**config.mk**
```make
export PLATFORM = sky130hd
export DESIGN_NAME = figure_ctl
export DESIGN_NICKNAME = d
export VERILOG_FILES = /design/src/rtl/figure_pkg.sv /design/src/rtl/figure_ctl_rise_detect.sv /design/src/rtl/figure_ctl.sv
export SDC_FILE = /design/constraint.sdc
export NUM_CORES = 1
export LEC_CHECK = 0
export ABC_CLOCK_PERIOD_IN_PS = 13430
export BUFFER_PORTS_ARGS = -buffer_cell sky130_fd_sc_hd__buf_2
export CAP_MARGIN = 20
export CORE_UTILIZATION = 56
export DETAILED_ROUTE_END_ITERATION = 16
export PLACE_DENSITY = 0.76
export SYNTH_ARGS = -nofsm -noshare
export SYNTH_HDL_FRONTEND = slang
export SYNTH_SLANG_ARGS = --single-unit
```
**constraint.sdc**
```tcl
create_clock -name clk -period 13.43 [get_ports clk]
set_input_delay 0 -clock clk [delete_from_list [all_inputs] [get_ports clk]]
set_output_delay 0 -clock clk [all_outputs]
set_load 0.02 [all_outputs]
```
**src/rtl/figure_pkg.sv**
```systemverilog
// figure_pkg: shared motion-state encoding and default screen/figure geometry
// for the figure_ctl slice.
package figure_pkg;

    typedef enum logic [1:0] {
        GROUND = 2'd0,
        RISE   = 2'd1,
        FALL   = 2'd2
    } fig_state_t;

    localparam int unsigned H_RES_DEF     = 1024;
    localparam int unsigned V_RES_DEF     = 768;
    localparam int unsigned FIG_W_DEF     = 52;
    localparam int unsigned FIG_H_DEF     = 52;
    localparam int unsigned X_INIT_DEF    = 100;
    localparam int unsigned STEP_X_DEF    = 4;
    localparam int unsigned JUMP_V_DEF    = 16;
    localparam int unsigned GRAVITY_DEF   = 1;
    localparam int unsigned VMAX_FALL_DEF = 16;

    localparam int unsigned POS_W = 12;
    localparam int unsigned VY_W  = 8;

endpackage

```
**src/rtl/figure_ctl_rise_detect.sv**
```systemverilog
// rise_detect: registered 0->1 edge detector. Both history flops reset high
// so a level that is already high when reset releases is not seen as an edge.
module rise_detect (
    input  logic clk,
    input  logic rst_n,
    input  logic d,
    output logic rise
);

    logic d_q;
    logic d_qq;

    // Two-stage history of the input level.
    always_ff @(posedge clk or negedge rst_n) begin
        if (!rst_n) begin
            d_q  <= 1'b1;
            d_qq <= 1'b1;
        end else begin
            d_q  <= d;
            d_qq <= d_q;
        end
    end

    assign rise = d_q & ~d_qq;

endmodule

```
**src/rtl/figure_ctl.sv**
```systemverilog
// figure_ctl: per-frame motion controller for one player figure.
// Optional feature: define FIGURE_DOUBLE_JUMP_EN to allow one extra jump
// while airborne (cleared on landing).
module figure_ctl
    import figure_pkg::*;
#(
    parameter int unsigned H_RES     = H_RES_DEF,
    parameter int unsigned V_RES     = V_RES_DEF,
    parameter int unsigned FIG_W     = FIG_W_DEF,
    parameter int unsigned FIG_H     = FIG_H_DEF,
    parameter int unsigned X_INIT    = X_INIT_DEF,
    parameter int unsigned STEP_X    = STEP_X_DEF,
    parameter int unsigned JUMP_V    = JUMP_V_DEF,
    parameter int unsigned GRAVITY   = GRAVITY_DEF,
    parameter int unsigned VMAX_FALL = VMAX_FALL_DEF
) (
    input  logic        clk,
    input  logic        rst_n,
    input  logic        vsync,
    input  logic        key_left,
    input  logic        key_right,
    input  logic        key_up,
    output logic [11:0] pos_x,
    output logic [11:0] pos_y,
    output logic [1:0]  state
);

    localparam logic [11:0] GROUND_Y = 12'(V_RES - FIG_H);
    localparam logic [11:0] X_MAX    = 12'(H_RES - FIG_W);
    localparam logic [11:0] STEP     = 12'(STEP_X);
    localparam logic [7:0]  VJUMP    = 8'(JUMP_V);
    localparam logic [7:0]  GRAV     = 8'(GRAVITY);
    localparam logic [8:0]  VMAX     = 9'(VMAX_FALL);

    logic        tick;
    logic        key_rise;
    logic        jump_req;
    logic [7:0]  vy;
    fig_state_t  st;

    logic [11:0] x_next;
    logic [12:0] x_sum;
    logic [11:0] y_next;
    logic [7:0]  vy_next;
    fig_state_t  st_next;
    logic [7:0]  vy_dec;
    logic [8:0]  vy_sum;
    logic [7:0]  vy_fall;
    logic signed [12:0] y_up;
    logic signed [12:0] y_dn;

`ifdef FIGURE_DOUBLE_JUMP_EN
    logic dj_used;
    logic dj_next;
`endif

    rise_detect u_vsync_rise (
        .clk   (clk),
        .rst_n (rst_n),
        .d     (vsync),
        .rise  (tick)
    );

    rise_detect u_key_up_rise (
        .clk   (clk),
        .rst_n (rst_n),
        .d     (key_up),
        .rise  (key_rise)
    );

    assign state = st;

    // Horizontal step with clamping to [0, X_MAX].
    always_comb begin
        x_next = pos_x;
        x_sum  = {1'b0, pos_x} + {1'b0, STEP};
        if (key_left && !key_right) begin
            x_next = (pos_x < STEP) ? '0 : pos_x - STEP;
        end else if (key_right && !key_left) begin
            x_next = (x_sum > {1'b0, X_MAX}) ? X_MAX : x_sum[11:0];
        end
    end

    // Vertical integration: jump launch, rise with ceiling, fall with landing.
    always_comb begin
        y_next  = pos_y;
        vy_next = vy;
        st_next = st;
`ifdef FIGURE_DOUBLE_JUMP_EN
        dj_next = dj_used;
`endif
        vy_dec  = (vy > GRAV) ? vy - GRAV : '0;
        vy_sum  = {1'b0, vy} + {1'b0, GRAV};
        vy_fall = (vy_sum > VMAX) ? VMAX[7:0] : vy_sum[7:0];
        y_up    = $signed({1'b0, pos_y}) - $signed({5'b0, vy});
        y_dn    = $signed({1'b0, pos_y}) + $signed({5'b0, vy_fall});

        case (st)
            GROUND: begin
                if (jump_req) begin
                    vy_next = VJUMP;
                    st_next = RISE;
                end
            end
            RISE: begin
                if (y_up < 13'sd0) begin
                    y_next  = '0;
                    vy_next = '0;
                    st_next = FALL;
                end else begin
                    y_next  = y_up[11:0];
                    vy_next = vy_dec;
                    if (vy_dec == '0) begin
                        st_next = FALL;
                    end
                end
            end
            FALL: begin
                if (y_dn >= $signed({1'b0, GROUND_Y})) begin
                    y_next  = GROUND_Y;
                    vy_next = '0;
                    st_next = GROUND;
`ifdef FIGURE_DOUBLE_JUMP_EN
                    dj_next = 1'b0;
`endif
                end else begin
                    y_next  = y_dn[11:0];
                    vy_next = vy_fall;
                end
            end
            default: begin
                st_next = GROUND;
            end
        endcase

`ifdef FIGURE_DOUBLE_JUMP_EN
        // Airborne relaunch overrides the normal rise/fall step for this tick.
        if ((st == RISE || st == FALL) && jump_req && !dj_used) begin
            y_next  = pos_y;
            vy_next = VJUMP;
            st_next = RISE;
            dj_next = 1'b1;
        end
`endif
    end

    // Sticky jump request; a key edge coincident with a tick survives the clear.
    always_ff @(posedge clk or negedge rst_n) begin
        if (!rst_n) begin
            jump_req <= 1'b0;
        end else if (tick) begin
            jump_req <= key_rise;
        end else if (key_rise) begin
            jump_req <= 1'b1;
        end
    end

    // Motion registers advance only on the frame tick.
    always_ff @(posedge clk or negedge rst_n) begin
        if (!rst_n) begin
            pos_x <= 12'(X_INIT);
            pos_y <= GROUND_Y;
            vy    <= '0;
            st    <= GROUND;
        end else if (tick) begin
            pos_x <= x_next;
            pos_y <= y_next;
            vy    <= vy_next;
            st    <= st_next;
        end
    end

`ifdef FIGURE_DOUBLE_JUMP_EN
    // Double-jump token, consumed by an airborne relaunch.
    always_ff @(posedge clk or negedge rst_n) begin
        if (!rst_n) begin
            dj_used <= 1'b0;
        end else if (tick) begin
            dj_used <= dj_next;
        end
    end
`endif

endmodule
```
# Yosys cells after proc, flatten, opt, wreduce, memory -nomap -nowiden
# Cells that the tools add are included.
[word_totals] wordCells=64 out_inout_bits=26 regBits=39 inputBits=6
[classes] n_addsub=6 bitwise=4 magnitude_cmp=6 eq_ne=5 n_reduce_logical=14 mux=20
[ops] op="12-bit 2-to-1 mux" count=6
[ops] op="8-bit 2-to-1 mux" count=5
[ops] op="12-bit one-hot mux with 2 select lines" count=1
[ops] op="8-bit one-hot mux with 3 select lines" count=1
[ops] op="12-bit by 3-bit adder with 13-bit output, second input constant" count=1
[ops] op="12-bit by 8-bit adder with 13-bit output" count=1
[ops] op="13-bit by 11-bit greater-or-equal comparator with 1-bit output, second input constant" count=1
[ops] op="13-bit by 10-bit > comparator with 1-bit output, second input constant" count=1
[ops] op="13-bit by 1-bit less-than comparator with 1-bit output, second input constant" count=1
[ops] op="12-bit by 8-bit subtractor with 13-bit output" count=1
[ops] op="12-bit by 3-bit less-than comparator with 1-bit output, second input constant" count=1
[ops] op="12-bit by 3-bit subtractor with 12-bit output, second input constant" count=1
[ops] op="8-bit by 1-bit adder with 9-bit output, second input constant" count=1
[ops] op="9-bit by 5-bit > comparator with 1-bit output, second input constant" count=1
[ops] op="8-bit by 1-bit > comparator with 1-bit output, second input constant" count=1
[ops] op="8-bit zero test" count=1
[ops] op="2-bit 2-to-1 mux" count=4
[ops] op="8-bit by 1-bit subtractor with 8-bit output, second input constant" count=1
[ops] op="2-bit one-hot mux with 3 select lines" count=1
[ops] op="2-bit nonzero test" count=3
[ops] op="2-bit != test, second input constant" count=2
[ops] op="2-bit AND reduction" count=2
[ops] op="4-bit AND reduction" count=1
[ops] op="3-bit != test, second input constant" count=1
[ops] op="other kinds (10)" count=15

# Depth between registers and ports, before layout
# Gate-level depths: netlist (run 1).
[logic_depth] word_depth=7 ltp_mapped=19 mapped_depth_nobuf=18

# Hierarchy
# From an unflattened synthesis (run 1), not the netlist that was laid out.
[hier_totals] cells_unflattened=450 area_unflattened_um2=3693.5
[modules_own_cells] mod="figure_ctl" seq_area_each_um2=835.8 area_each_um2=3560.9 n_inst=1 cells_each=444
[modules_own_cells] mod="rise_detect" seq_area_each_um2=52.6 area_each_um2=66.3 n_inst=2 cells_each=3

# Least setup slack after synthesis (run 1)
# No wires, ideal clock.
[synth_timing] path_kind="flip-flop to flip-flop" from="reg vy[2]" to="reg st[0] (netlist: state[0])" required_time_ns=13.302 stages_incl_launch_ff=18 synth_period_minus_slack_ns=4.201 n_path_buf=1 setup_ns=0.128 setup_slack_ns=9.229 arrival_ns=4.074 path_cell_list="dfrtp_1 > clkbuf_1 > inv_1 > nor2_1 > nand3_1 > mux2i_1 > nor3_1 > o21ai_1 > or2_2 > fa_1 > and2b_1 > o2111ai_1 > a211oi_2 > or3_1 > o221ai_1 > a31o_2 > nor4_4 > mux2_1"
[synth_between] elab_chain_len=7 word_cells_on_any_way=16 cone_classes="add/sub: 4; order compare: 4; eq/ne: 2; mux: 4; reduce/logical: 2"
[synth_lines] item="start, declared" line="figure_ctl.sv:38" rtl="logic [7:0] vy;"
[synth_lines] item="start signal, assigned" line="figure_ctl.sv:168" rtl="vy <= vy_next;"
[synth_lines] item="8-bit by 1-bit adder with 9-bit output" line="figure_ctl.sv:93" rtl="vy_sum = {1'b0, vy} + {1'b0, GRAV};"
[synth_lines] item="9-bit by 5-bit > comparator with 1-bit output" line="figure_ctl.sv:94" rtl="vy_fall = (vy_sum > VMAX) ? VMAX[7:0] : vy_sum[7:0];"
[synth_lines] item="8-bit 2-to-1 mux" line="figure_ctl.sv:94"
[synth_lines] item="12-bit by 8-bit adder with 13-bit output" line="figure_ctl.sv:96" rtl="y_dn = $signed({1'b0, pos_y}) + $signed({5'b0, vy_fall});"
[synth_lines] item="13-bit by 11-bit greater-or-equal comparator with 1-bit output" line="figure_ctl.sv:119" rtl="if (y_dn >= $signed({1'b0, GROUND_Y})) begin"
[synth_lines] item="2-bit != test (no source line)"
[synth_lines] item="4-bit AND reduction (no source line)"
[synth_lines] item="end signal, assigned" line="figure_ctl.sv:169" rtl="st <= st_next;"
[synth_lines] item="end, declared" line="figure_ctl.sv:39" rtl="fig_state_t st;"
# Parallel ways exist; a longest one is shown, timed or not.
# A chain may end at the register's enable or synchronous reset.

# Worst setup path after layout (run 1)
# Same ends and word-level chain as after synthesis.

==> summary.md, run 1 <==
| Metric | Value |
|---|---|
| Hold Path Cell Cnt | `5` |
| Setup crit start kind | `flop` |
| Routed Antenna Nets | `0` |
| Clock Sinks | `37` |
| Sequential cell area fraction in the yosys report | `0.261` |
| Overall global routing resource usage | `0.277` |
| DP HPWL | `6.45 mm` |
| Crit. End Element | `flop` |
| Worst Path Max Fanout | `10` |
| Status | `complete, no violations` |
| # DRC | `0` |
| IO Pins | `32` |
| Number of synthesized flops with an enable pin | `0` |
| Post-Synth Adder-Cell Area | `0.105` |
| Proportion of layout cells with a drive suffix above 1 | `0.150` |
| Final setup viols | `0` |
| Via density | `between 6 and 7` |
| Final Hold Viols | `0` |
| Yosys warning count | `0` |
| Grt peak-use layer | `met2` |
| Data arrival time of the worst path | `4.84 ns` |
| Clock-pin slew on the worst setup and hold paths | `0.08 ns` |
| Vias in the first global route | `between 3000 and 4000` |
| CTS tree | `yes` |
| GP Congestion | `0.877` |
| Fmax | `0.214 GHz` |
| M1 GR Usage | `0.379` |
| CTS buffer count | `5` |
| H-tree Lvls | `2` |
| Gate Count Post-Synth | `between 400 and 500` |
| Simple-gate portion of the synthesized area | `0.234` |
| Slew Limit Headroom | `0.422` |
| Longest Clk Path Bufs | `2` |
| FP Rows | `28` |
| Post-synth top area share | `0.174` |
| Placed insts | `about 530` |
| Hold-fix buffers at CTS | `3` |
| Commonest cells after routing, fill and taps aside | `nand2_1 (44), o21ai_0 (38), nor2_1 (35), a21oi_1 (29), buf_2 (29)` |
| Vias | `between 3000 and 4000` |
| Mean Syn Cell Area | `8.02 um2` |
| # diodes | `0` |
| Remaining Overflow, GRT | `0` |
| CP delay by family, top | `simple AND/OR/NAND/NOR gates` |
| Unique masters post-synth | `76` |
| First-pass GRT wire length | `about 14 mm` |
| Clk root buf | `clkbuf_8` |
| Clk_skew | `0.0162 ns` |
| Crit path kind | `reg2reg` |
| Cell area after synthesis | `3600 um2` |
| Initial Util | `0.594` |
| Critical Path RT | `13.61 ns` |
| Setup TNS | `0 ns` |
| Ys flop type | `dfrtp_1` |
| Avg WL per Cell | `between 15 and 20 um` |
| CP Cell Sequence | `inv_1 > nor2_1 > nand3_1 > mux2i_1 > nor3_1 > o21ai_1 > or2_2 > fa_1 > and2b_1 > o2111ai_1 > a211oi_2 > or3_1 > o221ai_1 > a31o_2 > nor4_4 > mux2_1` |
| Die Wd | `82.2 um` |
| Layout area overhead | `5.53%` |
| Synth area leader | `dfrtp_1` |
| Async SR Flop Fraction | `1.00` |
| Register bit total from synthesis | `37` |
| # Post-CTS Setup Buffers | `0` |
| Die area | `6750 um2` |
| Routed WL | `8.69 mm` |
| Filler Cell Count | `around 570` |
| HP Class | `in2reg` |
| Worst vdd ir | `between 0.1 and 0.15 mV` |
| Number of stages on the worst setup path | `16` |
| GR Layer Usage met3 | `0.0396` |
| Xor/xnor share of the synthesized area | `0.0438` |
| Worst-Skew Late Latency | `about 0.3 ns` |
| Drt pass-1 iters | `5` |
| IO buf count | `29` |
| Reg2Reg Depth | `16` |
| Mux share of post-synthesis cell area | `0.00869` |
| Critical path buffers and inverters | `1` |
| Min Tclk post-route | `~4.7 ns` |
| Pin count of the biggest net entering global routing | `38` |
| Worst slew pin tran | `~0.87 ns` |
| Final period util | `0.347` |
| Fin Hold WS | `about 0.27 ns` |
| Initial antenna violation count | `0` |
| M2 GR Usage | `0.450` |
| Post-CTS Resized | `0` |
| Die Ht | `82.2 um` |
| Static leakage | `1.57 nW` |
| Most common library cell in the layout ignoring fill and taps | `nand2_1` |
| NumNets Final | `502` |
| Slowest library cell on the worst path | `dfrtp_1` |
| Core area | `6060 um2` |
| Finished Core Util | `0.627` |
| Largest cells by area after synthesis | `dfrtp_1 (17%), ha_1 (9.4%), dfstp_2 (8.8%)` |
| Slowest stage delay, CP | `between 0.5 and 0.6 ns` |
| Max Slew Vio Count | `0` |
| Max-cap violations | `0` |
| Compound-Gate Fraction of Synth Area | `0.272` |
| 1st-iter DRT viols | `217` |
| Post-Layout Cell Count | `542` |
| RSZ-0062 raised after global routing | `false` |
| PwrDens | `253 nW/um2` |
| Largest family of logic cells by synthesized area | `compound AO/OA/AOI/OAI gates` |
| Total chip power | `~960 uW` |
[per-layer routing]
metal | vias up | share of wire
met5 | - | 0
met4 | 0 | 0.016
met3 | 13 | 0.057
met2 | 130 | 0.46
met1 | 1642 | 0.46
li1 | 1679 | -
[final cells by class]
cell class	count	area, um2	share of cell area
Clock inverter	1	5.00	0.00132
Tap cell	75	93.8	0.0247
Timing Repair Buffer	32	175	0.0461
Multi-Input combinational cell	363	2410	0.633
Inverter	28	105	0.0277
Clock buffer	6	72.6	0.0191
Sequential cell	37	941	0.248
[sequential cells by signal, summed over array words and instances, names as in the netlist]
register,cells
state,2
vy,8
u_vsync_rise.d_qq,1
u_vsync_rise.d_q,1
u_key_up_rise.d_qq,1
u_key_up_rise.d_q,1
pos_y,12
jump_req,1
pos_x,10
[logic make-up after synthesis]
kind of cell	after synthesis
multiplexers	3
AND/OR/NAND/NOR	163
other	1
AO/OA/AOI/OAI	145
adder cells (fa/ha/maj)	29
XOR/XNOR	18
buffers and inverters	53
flip-flops	37
[stage by stage]
stage / instance area (um2) / worst slack, ns
after floorplan: 3610 / 9.23
after global placement: 3690 / 9.01
after detailed placement: 3690 / 8.80
after CTS: 3800 / 8.78
after global routing: 3800 / 8.37
final: 3800 / 8.77
[where the power goes]
group,switching (mW),internal [mW]
registers,0.0854,0.160
clock network,0.0412,0.0353
logic,0.386,0.255
[worst register-to-register path: cells and delay by family (launching register included)]
kind	cells	cell delay, ns
DFF	1	0.56
buffers and inverters	1	0.14
adders and majority gates	1	0.44
muxes	2	0.48
and+or+nand+nor	7	1.62
AOI/OAI and AO/OA	5	1.33
[final timing paths]
kind | startpoint | to | slack (ns)
max in group asynchronous | rst_n | pos_y[1] | 12.53
min reg2reg | u_key_up_rise.d_q | u_key_up_rise.d_qq | 0.37
max reg2reg | vy[2] | state[0] | 8.77
max | vy[2] | state[0] | 8.77
min in group asynchronous | rst_n | pos_x[9] | 0.34
min | key_left | pos_x[9] | 0.27
[cells in the mapped netlist, drive strengths merged, types with 5 or more instances]
cell	n
nand2	44
o21ai	39
nor2	35
a21oi	29
inv	28
ha	27
dfrtp	25
nand3	18
clkbuf	16
xnor2	13
dfstp	12
nor3	12
a31oi	9
buf	9
or3	9
nand2b	8
nand4	7
a21o	5
a31o	5
o221ai	5
o22ai	5
o31ai	5
xor2	5
No activity file was read; power rests on OpenSTA's default activity.
==> run 2, diff against run 1 <==
--- a/config.mk
+++ b/config.mk
@@ -5,12 +5,13 @@
 export SDC_FILE = /design/constraint.sdc
 export NUM_CORES = 1
 export LEC_CHECK = 0
-export ABC_CLOCK_PERIOD_IN_PS = 13430
+export ABC_AREA = 1
+export ABC_CLOCK_PERIOD_IN_PS = 4100
 export BUFFER_PORTS_ARGS = -buffer_cell sky130_fd_sc_hd__buf_2
 export CAP_MARGIN = 20
-export CORE_UTILIZATION = 56
+export CORE_UTILIZATION = 55
 export DETAILED_ROUTE_END_ITERATION = 16
-export PLACE_DENSITY = 0.76
+export PLACE_DENSITY = 0.78
 export SYNTH_ARGS = -nofsm -noshare
 export SYNTH_HDL_FRONTEND = slang
 export SYNTH_SLANG_ARGS = --single-unit
==> constraint.sdc (replaced) <==
create_clock -name clk -period 4.1 [get_ports clk]
set_input_delay 0 -clock clk [delete_from_list [all_inputs] [get_ports clk]]
set_output_delay 0 -clock clk [all_outputs]
set_load 0.02 [all_outputs]
==> run 2 against run 1 <==
- wire length is 0.66% higher
- die area is 1.4% lower
- fmax is 26% higher
- largest cell class unchanged
==> summary.md, run 2 <==
| Metric | Value |
|---|---|
| Unique masters post-synth | `46` |
| Post-synth top area share | `0.180` |
| Die Wd | `81.6 um` |
| CTS tree | `yes` |
| Final Hold Viols | `0` |
| Routed WL | `8.75 mm` |
| Cell area after synthesis | `around 3500 um2` |
| Clk root buf | `clkbuf_8` |
| Pin count of the biggest net entering global routing | `38` |
| Finished Core Util | `0.632` |
| Final period util | `0.902` |
| Via density | `5.62` |
| Filler Cell Count | `551` |
| Crit. End Element | `flop` |
| Crit path kind | `reg2reg` |
| Synth area leader | `dfrtp_1` |
| Slowest library cell on the worst path | `dfrtp_1` |
| Largest regs | `pos_y x12, pos_x x10, vy x8` |
| Clock Sinks | `37` |
| Vias in the first global route | `about 3000` |
| IO Pins | `32` |
| FP Rows | `28` |
| Async SR Flop Fraction | `1.00` |
| Yosys warning count | `0` |
| Initial Util | `0.578` |
| Layout area overhead | `9.23%` |
| Register bit total from synthesis | `37` |
| Initial antenna violation count | `0` |
| Routed Antenna Nets | `0` |
| CTS buffer count | `5` |
| Commonest cells after routing, fill and taps aside | `nand2_1 (123), inv_1 (71), nand3_1 (45), nor2_1 (41), buf_2 (29)` |
| IO buf count | `29` |
| NumNets Final | `579` |
| Max Slew Vio Count | `0` |
| Setup TNS | `0 ns` |
| Slowest stage delay, CP | `roughly 0.5 ns` |
| Longest Clk Path Bufs | `2` |
| Largest cells by area after synthesis | `dfrtp_1 (18%), nand2_1 (13%), ha_1 (9.7%)` |
| Sequential cell area fraction in the yosys report | `0.270` |
| PnR worst setup slack | `roughly 0.40 ns` |
| First-pass GRT wire length | `roughly 14 mm` |
| Vias | `between 3000 and 4000` |
| Proportion of layout cells with a drive suffix above 1 | `0.139` |
| Total chip power | `roughly 3.2 mW` |
| Setup crit start kind | `flop` |
| DP HPWL | `6.61 mm` |
| Critical Path RT | `4.33 ns` |
| CP Cell Sequence | `ha_1 > nand3_1 > nand2_1 > a211oi_2 > o21ai_1 > nor2_1 > ha_1 > inv_1 > fa_1 > nor2_4 > nand2_2 > nand3_2 > nand2_2 > nand2_2 > nand2_1 > nand2_1 > nand2_1 > nor2_2 > nand2_2 > nand2_4 > nand2_2 > o21ai_0 > nand2_1` |
| Worst Path Max Fanout | `13` |
| Data arrival time of the worst path | `3.92 ns` |
| Gate Count Post-Synth | `509` |
| CP delay by family, top | `simple AND/OR/NAND/NOR gates` |
| H-tree Lvls | `2` |
| Post-synth top cells | `nand2_1 (123), inv_1 (71), nand3_1 (45), nor2_1 (41), ha_1 (27)` |
| Final setup viols | `0` |
| # DRC | `0` |
| Fmax | `0.270 GHz` |
| Static leakage | `between 1.5 and 2 nW` |
| PwrDens | `851 nW/um2` |
| Reg with most FFs | `pos_y` |
| Slew Limit Headroom | `0.410` |
| Worst slew pin tran | `0.886 ns` |
| Most frequent cell after synthesis | `nand2_1` |
| Max-cap violations | `0` |
| Critical path buffers and inverters | `1` |
| Ys flop type | `dfrtp_1` |
| Most common library cell in the layout ignoring fill and taps | `nand2_1` |
| Largest register FFs | `12` |
| RSZ-0062 raised after global routing | `false` |
| Die area | `approximately 6700 um2` |
| Min Tclk post-route | `3.70 ns` |
| Worst-Skew Late Latency | `~0.29 ns` |
| Hold Path Cell Cnt | `5` |
| # diodes | `0` |
| Core area | `6030 um2` |
| Number of stages on the worst setup path | `23` |
| Placed insts | `609` |
| Status | `complete, no violations` |
| Worst slack at placement | `0.436 ns` |
| Reg2Reg Depth | `23` |
| Overall global routing resource usage | `0.279` |
| Number of synthesized flops with an enable pin | `0` |
| Die Ht | `81.6 um` |
| Avg WL per Cell | `14.1 um` |
| Clock-pin slew on the worst setup and hold paths | `approximately 0.080 ns` |
| Worst vdd ir | `0.448 mV` |
| Post-Layout Cell Count | `620` |
| HP Class | `in2reg` |
| 1st-iter DRT viols | `194` |
| Remaining Overflow, GRT | `0` |
| GP Congestion | `between 0.9 and 1` |
| Clk_skew | `0.0110 ns` |
| Drt pass-1 iters | `5` |
| Mean Syn Cell Area | `6.85 um2` |
-- run 2: path summary, 6_finish.rpt --
check / from / endpoint / slack, ns
max reg2reg: vy[0] / pos_y[3] / 0.40
max in group asynchronous: rst_n / pos_x[4] / 3.18
min reg2reg: u_key_up_rise.d_q / u_key_up_rise.d_qq / 0.37
max: vy[0] / pos_y[3] / 0.40
min: key_left / pos_x[4] / 0.19
min in group asynchronous: rst_n / pos_y[4] / 0.36
-- run 2: worst min-delay path: cells and delay by family --
kind	cells	cell delay [ns]
AO/OA/AOI/OAI	1	0.05
adder cells (fa/ha/maj)	1	0.19
buffers and inverters	1	0.08
AND/OR/NAND/NOR	2	0.13
-- run 2: through the flow --
stage / area [um2] / hold WS (ns)
4_1_cts: 3810 / 0.168
6_report: 3810 / 0.190
2_1_floorplan: 3500 / -0.296
5_1_grt: 3810 / 0.190
3_3_place_gp: 3690 / 0.106
3_5_place_dp: 3690 / 0.106
-- run 2: cell type report --
cell class	count	area, um2	share of cell area
clock buffer	5	68.8	0.0181
clock inverter	3	17.5	0.00460
inverter	75	282	0.0740
multi-input combinational	393	2230	0.585
sequential	37	941	0.247
tap	75	93.8	0.0247
timing repair buffer	32	175	0.0460
-- run 2: repair_timing --
action / 4_1_cts / 5_1_grt
resized for setup: 0 / 0
hold buffers: 3 / 0
endpoints found under the hold margin: 27 / 0
setup buffers: 0 / 0
-- run 2: logic make-up after synthesis --
family / after synthesis / synth area share
compound gates: 77 / 0.132
xor+xnor: 17 / 0.0427
fa+ha+maj: 29 / 0.108
buf+inv: 83 / 0.0948
flops: 37 / 0.270
other cells: 1 / 0.00108
simple gates: 265 / 0.351
-- run 2: where the power goes --
part / internal (mW) / switching (mW) / total, mW
registers: 0.525 / 0.216 / 0.741
logic: 0.806 / 1.43 / 2.24
clock network: 0.117 / 0.141 / 0.259
-- run 2: per-layer routing --
layer  part of all wire  vias to the layer above  GRT usage
li1                   -                     1756          -
met3              0.057                       23     0.0389
met5                  0                        -          0
met2               0.45                      121      0.443
met1               0.47                     1582      0.387
met4              0.022                        0     0.0947
==> run 3, diff against run 2 <==
--- a/config.mk
+++ b/config.mk
@@ -5,13 +5,15 @@
 export SDC_FILE = /design/constraint.sdc
 export NUM_CORES = 1
 export LEC_CHECK = 0
-export ABC_AREA = 1
 export ABC_CLOCK_PERIOD_IN_PS = 4100
 export BUFFER_PORTS_ARGS = -buffer_cell sky130_fd_sc_hd__buf_2
 export CAP_MARGIN = 20
-export CORE_UTILIZATION = 55
+export CELL_PAD_IN_SITES_DETAIL_PLACEMENT = 1
+export CELL_PAD_IN_SITES_GLOBAL_PLACEMENT = 2
+export CORE_UTILIZATION = 33
+export CTS_BUF_LIST = sky130_fd_sc_hd__clkbuf_16
 export DETAILED_ROUTE_END_ITERATION = 16
-export PLACE_DENSITY = 0.78
+export PLACE_DENSITY_LB_ADDON = 0.1
 export SYNTH_ARGS = -nofsm -noshare
 export SYNTH_HDL_FRONTEND = slang
 export SYNTH_SLANG_ARGS = --single-unit
==> run 3 against run 2 <==
- clock power grew 54%
- sequential power grew 8.4%
- final cell count grew 2.4%
- clock skew shrank 0.0037 ns
- wire length grew 32%
- largest power group unchanged
- largest cell class unchanged
- register-to-register slack lost 0.30 ns
- worst setup slack lost 0.30 ns
- via count grew 2.0%
==> summary.md, run 3 (synthesis results as in run 1) <==
| Metric | Value |
|---|---|
| Die Wd | `106 um` |
| NumNets Final | `between 500 and 600` |
| Critical Path RT | `around 4.3 ns` |
| Initial Util | `0.344` |
| Drt pass-1 iters | `4` |
| H-tree Lvls | `2` |
| # DRC | `0` |
| Reg2Reg Depth | `19` |
| Total chip power | `3.86 mW` |
| Largest regs | `pos_y x12, pos_x x10, vy x8` |
| Data arrival time of the worst path | `4.18 ns` |
| Fmax | `0.250 GHz` |
| PnR worst setup slack | `0.0970 ns` |
| Pin count of the biggest net entering global routing | `38` |
| Clk root buf | `clkbuf_16` |
| Hold Path Cell Cnt | `4` |
| Clock Sinks | `37` |
| 1st-iter DRT viols | `121` |
| Clk_skew | `0.00726 ns` |
| IO Pins | `32` |
| Routed WL | `11.5 mm` |
| Final setup viols | `0` |
| Crit. End Element | `flop` |
| PwrDens | `roughly 890 nW/um2` |
| Status | `complete, no violations` |
| Initial antenna violation count | `0` |
| Crit path kind | `reg2reg` |
| FP Rows | `37` |
| Reg2Reg Launch Point | `vy[1]` |
| Final period util | `0.976` |
| Overall global routing resource usage | `0.211` |
| Clock-pin slew on the worst setup and hold paths | `0.07 ns` |
| Setup crit start kind | `flop` |
| Worst Path Max Fanout | `5` |
| Most common library cell in the layout ignoring fill and taps | `nand2_1` |
| Die area | `11300 um2` |
| IO buf count | `29` |
| Worst-Skew Late Latency | `about 0.29 ns` |
| Filler Cell Count | `~1300` |
| Vias in the first global route | `3557` |
| CTS tree | `yes` |
| Avg WL per Cell | `18.1 um` |
| Worst R2R End | `state[0]` |
| Worst slack at placement | `-0.0367 ns` |
| Final Hold Viols | `0` |
| Largest register FFs | `12` |
| Fin Hold WS | `0.344 ns` |
| Static leakage | `1.77 nW` |
| GP Congestion | `0.839` |
| Worst slew pin tran | `around 0.95 ns` |
| Hold path start | `key_left` |
| Vias | `3553` |
| Worst vdd ir | `0.287 mV` |
| Worst Hold End | `pos_x[3]` |
| R2R setup slack | `just under 0.1 ns` |
| First-pass GRT wire length | `18.8 mm` |
| Max-cap violations | `0` |
| Slew Limit Headroom | `0.367` |
| Commonest cells after routing, fill and taps aside | `nand2_1 (42), o21ai_0 (36), nor2_1 (34), buf_2 (29), buf_4 (29)` |
| DP HPWL | `8.33 mm` |
| Via density | `between 5 and 6` |
| Layout area overhead | `20.8%` |
| Remaining Overflow, GRT | `0` |
| Die Ht | `106 um` |
| HP Class | `in2reg` |
| Reg with most FFs | `pos_y` |
| Proportion of layout cells with a drive suffix above 1 | `0.261` |
| Routed Antenna Nets | `0` |
| Max Slew Vio Count | `0` |
| Longest Clk Path Bufs | `2` |
| Min Tclk post-route | `4.00 ns` |
| # diodes | `0` |
| CTS buffer count | `5` |
| Core area | `~10000 um2` |
-- run 3: how the worst max path moves through the flow --
stage | startpoint | end | slack (ns)
6_report | vy[1] | state[0] | 0.1
5_1_grt | vy[0] | state[0] | -0.10
4_1_cts | vy[0] | state[0] | 0.01
3_5_place_dp | vy[1] | state[0] | -0.04
3_3_place_gp | vy[0] | state[0] | 0.08
2_1_floorplan | vy[0] | state[0] | 0.02
-- run 3: what timing repair did --
action	CTS	global route
endpoints found under the setup margin	1	16
hold endpoints to repair	27	0
pin swaps	4	19
hold buffers	3	0
setup buffers	6	11
gates resized for setup	7	32
-- run 3: area by class of cell --
class | instances | area [um2] | share of cell area
clock inverter | 3 | 17.5 | 0.00403
sequential | 37 | 942 | 0.217
timing repair buffer | 63 | 415 | 0.0956
multi-input combinational | 363 | 2570 | 0.592
clock buffer | 5 | 125 | 0.0288
inverter | 28 | 105 | 0.0242
tap | 136 | 170 | 0.0391
-- run 3: power by group --
part / leakage [nW] / switching (mW) / internal, mW
clock: 0.0696 / 0.176 / 0.224
combinational: 1.25 / 1.51 / 1.15
sequential: 0.442 / 0.279 / 0.525
total: 1.77 / 1.96 / 1.90
-- run 3: stage by stage --
stage / cells / setup TNS, ns / utilization / cell area, um2
floorplan: 453 / 0 / - / 3620
global placement: 607 / 0 / 0.370 / 3870
detailed placement: 607 / -0.0367 / 0.370 / 3870
CTS: 624 / 0 / 0.394 / 4120
global route: 635 / -0.277 / 0.415 / 4350
finish: 635 / 0 / 0.415 / 4350
-- run 3: critical path: stages (launching register included) --
cell       delay [ns]
dfrtp_2          0.45
buf_6            0.14
ha_4             0.15
nand3_1          0.07
a21oi_1          0.06
a311oi_1         0.22
a21oi_1          0.09
o21ai_2          0.20
buf_4            0.17
nor2_1           0.06
ha_1             0.34
and2b_1          0.20
o2111ai_2        0.28
a211oi_2         0.14
buf_4            0.16
o21bai_2         0.15
o221ai_4         0.14
a31o_4           0.27
nor4_4           0.25
mux2_1           0.35
-- run 3: metal layers --
| layer | wire (um) | share of wire | up-vias | GRT usage |
|---|---|---|---|---|
| li1 | - | - | 1736 | - |
| met1 | 5690 | 0.49 | 1761 | 0.290 |
| met2 | 5520 | 0.48 | 50 | 0.353 |
| met3 | 244 | 0.021 | 6 | 0.0300 |
| met4 | 69 | 0.0060 | 0 | 0.0382 |
| met5 | 0 | 0 | - | 0 |
